File: src/rtl/adder_32.sv
// adder_32: registered two-operand adder built on a two-level carry-lookahead tree.
// 4-bit lookahead groups feed a second-level lookahead that forms every group carry-in
// directly from group generate/propagate, so no carry ripples between groups.
// Result and status flags are registered once: one-cycle latency, full throughput.
module adder_32 #(
    parameter int unsigned WIDTH = 32
) (
    input  logic             clk,
    input  logic             rst,
    input  logic [WIDTH-1:0] a,
    input  logic [WIDTH-1:0] b,
    input  logic             valid_in,
    output logic [WIDTH-1:0] y,
    output logic             carry_out,
    output logic             overflow,
    output logic             zero,
    output logic             valid_out
);

    localparam int unsigned GRP_W = 4;
    localparam int unsigned NG    = WIDTH / GRP_W;
    localparam int unsigned MSB   = WIDTH - 1;

    // Group-level generate/propagate and carry into each group (index NG is the final carry)
    logic [NG-1:0]    w_gg;
    logic [NG-1:0]    w_gp;
    logic [NG:0]      w_cin;
    logic [WIDTH-1:0] w_sum;
    logic             w_ovf;
    logic             w_zero;

    // Adder has no carry-in; kept as an explicit term so the lookahead equations stay uniform
    assign w_cin[0] = 1'b0;

    // First level: per-bit g/p, in-group carries, group G/P and sum bits
    for (genvar gi = 0; gi < int'(NG); gi++) begin : g_grp
        localparam int unsigned LSB = gi * GRP_W;

        logic [GRP_W-1:0] w_g;
        logic [GRP_W-1:0] w_p;
        logic [GRP_W-1:0] w_c;

        assign w_g = a[LSB +: GRP_W] & b[LSB +: GRP_W];
        assign w_p = a[LSB +: GRP_W] ^ b[LSB +: GRP_W];

        // In-group carries, each a flat sum-of-products from the group carry-in
        assign w_c[0] = w_cin[gi];
        assign w_c[1] = w_g[0]
                      | (w_p[0] & w_cin[gi]);
        assign w_c[2] = w_g[1]
                      | (w_p[1] & w_g[0])
                      | (w_p[1] & w_p[0] & w_cin[gi]);
        assign w_c[3] = w_g[2]
                      | (w_p[2] & w_g[1])
                      | (w_p[2] & w_p[1] & w_g[0])
                      | (w_p[2] & w_p[1] & w_p[0] & w_cin[gi]);

        // Group generate/propagate, independent of the group carry-in
        assign w_gg[gi] = w_g[3]
                        | (w_p[3] & w_g[2])
                        | (w_p[3] & w_p[2] & w_g[1])
                        | (w_p[3] & w_p[2] & w_p[1] & w_g[0]);
        assign w_gp[gi] = &w_p;

        assign w_sum[LSB +: GRP_W] = w_p ^ w_c;
    end

    // Second level: carry into group j = OR over k<j of G[k] propagated through groups k+1..j-1
    for (genvar gj = 1; gj <= int'(NG); gj++) begin : g_lvl2
        logic [NG:0] w_term;

        for (genvar gk = 0; gk < int'(NG); gk++) begin : g_term
            if (gk == gj - 1) begin : g_adj
                assign w_term[gk] = w_gg[gk];
            end else if (gk < gj - 1) begin : g_far
                assign w_term[gk] = w_gg[gk] & (&w_gp[gj-1:gk+1]);
            end else begin : g_none
                assign w_term[gk] = 1'b0;
            end
        end

        // Carry-in term propagated through every lower group
        assign w_term[NG] = (&w_gp[gj-1:0]) & w_cin[0];

        assign w_cin[gj] = |w_term;
    end

    // Status flags derived from the combinational sum
    assign w_ovf  = (a[MSB] == b[MSB]) && (w_sum[MSB] != a[MSB]);
    assign w_zero = ~|w_sum;

    logic [WIDTH-1:0] r_y;
    logic             r_carry;
    logic             r_ovf;
    logic             r_zero;
    logic             r_valid;

    // Output registers load every cycle; valid_out only tags the result
    always_ff @(posedge clk or posedge rst) begin
        if (rst) begin
            r_y     <= '0;
            r_carry <= 1'b0;
            r_ovf   <= 1'b0;
            r_zero  <= 1'b1;
            r_valid <= 1'b0;
        end else begin
            r_y     <= w_sum;
            r_carry <= w_cin[NG];
            r_ovf   <= w_ovf;
            r_zero  <= w_zero;
            r_valid <= valid_in;
        end
    end

    assign y         = r_y;
    assign carry_out = r_carry;
    assign overflow  = r_ovf;
    assign zero      = r_zero;
    assign valid_out = r_valid;

endmodule

File: config.mk
export PLATFORM = sky130hd
export DESIGN_NAME = adder_32
export DESIGN_NICKNAME = d
export VERILOG_FILES = /design/src/rtl/adder_32.sv
export SDC_FILE = /design/constraint.sdc
export NUM_CORES = 1
export LEC_CHECK = 0
export ABC_CLOCK_PERIOD_IN_PS = 1090
export CELL_PAD_IN_SITES_DETAIL_PLACEMENT = 1
export CELL_PAD_IN_SITES_GLOBAL_PLACEMENT = 2
export CORE_MARGIN = 2
export CORE_UTILIZATION = 25
export DETAILED_ROUTE_END_ITERATION = 8
export PLACE_DENSITY = 0.78
export SLEW_MARGIN = 20
export SYNTH_ARGS = -nofsm -noshare
export SYNTH_HDL_FRONTEND = slang
export SYNTH_SLANG_ARGS = --single-unit
File: constraint.sdc
create_clock -name clk -period 1.09 [get_ports clk]
set_input_delay 0.218 -clock clk [delete_from_list [all_inputs] [get_ports clk]]
set_output_delay 0.218 -clock clk [all_outputs]
set_load 0.005 [all_outputs]
==> impl_metrics.ini <==
[power_and_ir_drop]
p_clk_share_pct = 16.8
sw_frac_of_total_pct = 34.3
combPwrFrac_pct = 52.9
p_total_mw = 5.59
ir_worst_vdd_mv = 0.549
powerDensity_nw_per_um2 = 1070
seqPwrFrac_pct = 30.2
p_int_mw = 3.67
p_leak_nw = 2.36
power_switching_mw = 1.91

[setup_path]
cp.required_ns = 1.32
critical-path-top-delay-family = simple AND/OR/NAND/NOR gates
cp-start-kind = primary input
crit_slowest_cell = fa_2
cp-startpoint = a[15]
arrival_ns = 3.92
worst-path-max-fanout = 2
critPathKind = primary input to register
cp_cell_sequence = buf_2 > ha_4 > and4_4 > or3b_4 > nand2b_4 > o211ai_1 > or2_4 > fa_2 > or4_1 > nor3_2 > nand4_1 > nor2_1 > o211ai_1 > or4_4 > a2111oi_4 > and4b_1
cpPeakStageDelay_ns = 0.45
cpMostUsedCell = o211ai_1
cp-end-kind = register
path_buf_inv = 1

[grt]
grt.overflow.total = 0
grt_antenna_before_repair = 0
grt_pass1_wl_um = 15800
grt_max_degree = 37
gr-usage-all-layers_pct = 19.9
grt_pass1_vias = 3171

[worst_hold_path]
holdPathEnd = y[0]$_DFF_PP0_
min_path_cells = 2
min_path_type = primary input to register
holdCritStartpoint = a[0]

[outcome]
outcome = finished, violations left
violations = negative setup slack

[place]
place_congestion = 0.817
port_buffers = 102
dp_hpwl_um = 6880
dpl_cell_area_um2 = 4420
place_inst = 536

[flow_run]
drv_cap = 0

[timing]
tightestPinTransition_ns = 0.338
setup_slack_ns = -2.60
fin_hold_ws_ns = 0.187
fmax_ghz = 0.271
period_minus_slack_ns = 3.69
fin_crit_sh_pct = 338
setup_viol = 33
rsz0062_at_grt = yes
relSlewSlack_pct = 77.3
drv_slew = 0
final-hold-violation-count = 0

[clocking]
htree_num_levels = 2
numCtsBuffers = 5
path_clk_slew_ns = 0.08
cts_sinks = 36
clock_tree.buffer_depth = 2
cts_tree = yes
ctsRootBufferMaster = clkbuf_8

[yosys]
synth_warnings = 0
synth_top_area_share_pct = 36.6
yosysTopAreaCell = dfrtp_1
avgSynthCellArea_um2 = 10.8
yosys_register_bits = 36
synth_area_leaders = dfrtp_1 37%, ha_1 17%, fa_1 6.7%, xnor2_1 4.8%, xor2_1 4.4%
syn_nets = 328
postSynthCellCount = 221
ys_seq_area_share_pct = 37.7
syn_area_um2 = 2390
synth_cell_types = 41

[finish]
final_cell_mix = 108 x buf_4, 51 x buf_2, 35 x dfrtp_1, 33 x buf_6, 27 x ha_4
fillers = 987
layout-drive-gt1-share_pct = 71.6
fin_nets = 557
final_common_cell = buf_4
syn_to_final_growth_pct = 119
utilization_pct = 56.8
final_cells = 580
antenna_cells = 0
final_area_um2 = 5250

[drt]
routedWlPerCell_um = 17.2
drcViolationCount = 0
final_antenna_net_count = 0
viasPerCell = 4.55
drtIter0Drc = 53
num_vias = 2640
firstDrtPassIters = 4
postRouteWirelength_um = 9990

[floorplan]
core_um2 = 9240
pin_count = 103
std_cell_rows = 35
die_h_um = 102
die-area_um2 = 10400
die_w_um = 102
start_util_pct = 25.9
## worst max-delay path by stage
stage                     endpoint  slack [ns]  cells after the start
global route        zero$_DFF_PP1_       -2.84                     16
finish              zero$_DFF_PP1_       -2.60                     16
detailed placement  zero$_DFF_PP1_       -3.44                     16
global placement    zero$_DFF_PP1_       -3.35                     16
floorplan           zero$_DFF_PP1_       -2.54                     15
CTS                 zero$_DFF_PP1_       -2.53                     16
## state kept, by name, summed over array words and instances (netlist names)
register and count:
zero 1, overflow 1, valid_out 1, y 32
carry_out 1
## power groups by stage
stage | logic (mW) | registers (mW) | clock network [mW]
2_1_floorplan | 0.849 | 1.73 | 0
3_3_place_gp | 2.35 | 1.72 | 0
3_5_place_dp | 2.40 | 1.72 | 0
4_1_cts | 2.75 | 1.69 | 0.972
5_1_grt | 3.19 | 1.71 | 1.04
6_report | 2.96 | 1.69 | 0.941
## metal layers
| metal | vias to the layer above | GRT usage [%] | wire [µm] |
|---|---|---|---|
| met4 | 0 | 5.30 | 159 |
| met3 | 13 | 3.04 | 408 |
| li1 | 1241 | - | - |
| met1 | 1321 | 21.7 | 3750 |
| met2 | 65 | 39.2 | 5670 |
| met5 | - | 0 | 0 |
## timing repair
| item | CTS | global route |
|---|---|---|
| setup buffers | 58 | 12 |
| pin swaps | 55 | 36 |
| hold buffers | 0 | 0 |
| setup endpoints to repair | 70 | 45 |
| resized for setup | 432 | 54 |
## cells in the mapped netlist, drive strengths merged
master	n
dfrtp	35
ha	32
a21oi	21
nor2	17
xnor2	13
xor2	12
inv	10
nand2	9
fa	8
nor3	8
o21ai	8
nand4	4
nor2b	4
o211ai	4
o21a	4
a21o	3
nand2b	3
a31o	2
a41oi	2
and4	2
nand3	2
nor4	2
o21bai	2
or4	2
a2111oi	1
a22oi	1
a31oi	1
and2	1
and3b	1
and4b	1
dfstp	1
nor3b	1
o22ai	1
o31ai	1
or2	1
or3b	1
## per-stage QoR
stage | setup slack [ns] | setup TNS, ns
after floorplan | -2.54 | -22.21
after global placement | -3.35 | -48.02
after detailed placement | -3.44 | -49.46
after CTS | -2.53 | -28.93
after global routing | -2.84 | -28.56
final | -2.60 | -25.91
## cell families (layout without fill, tap and decap cells)
kind of cell / count (synthesis) / count (layout) / share of synthesized area, %
flip-flops: 36 / 36 / 37.7
XOR/XNOR: 25 / 25 / 9.16
buffers and inverters: 10 / 240 / 1.57
AND/OR/NAND/NOR: 59 / 59 / 13.1
AO/OA/AOI/OAI: 51 / 51 / 14.9
adder cells (fa/ha/maj): 40 / 40 / 23.5
## layout make-up
cell class	instances	area [µm²]	share of cell area, %
clock buffer	5	68.8	1.31
clock inverter	3	18.8	0.358
inverter	10	37.5	0.716
multi-input combinational	175	2350	44.8
sequential	36	902	17.2
tap	129	161	3.08
timing repair buffer	222	1710	32.6
Power figures use the tool's default switching activity.
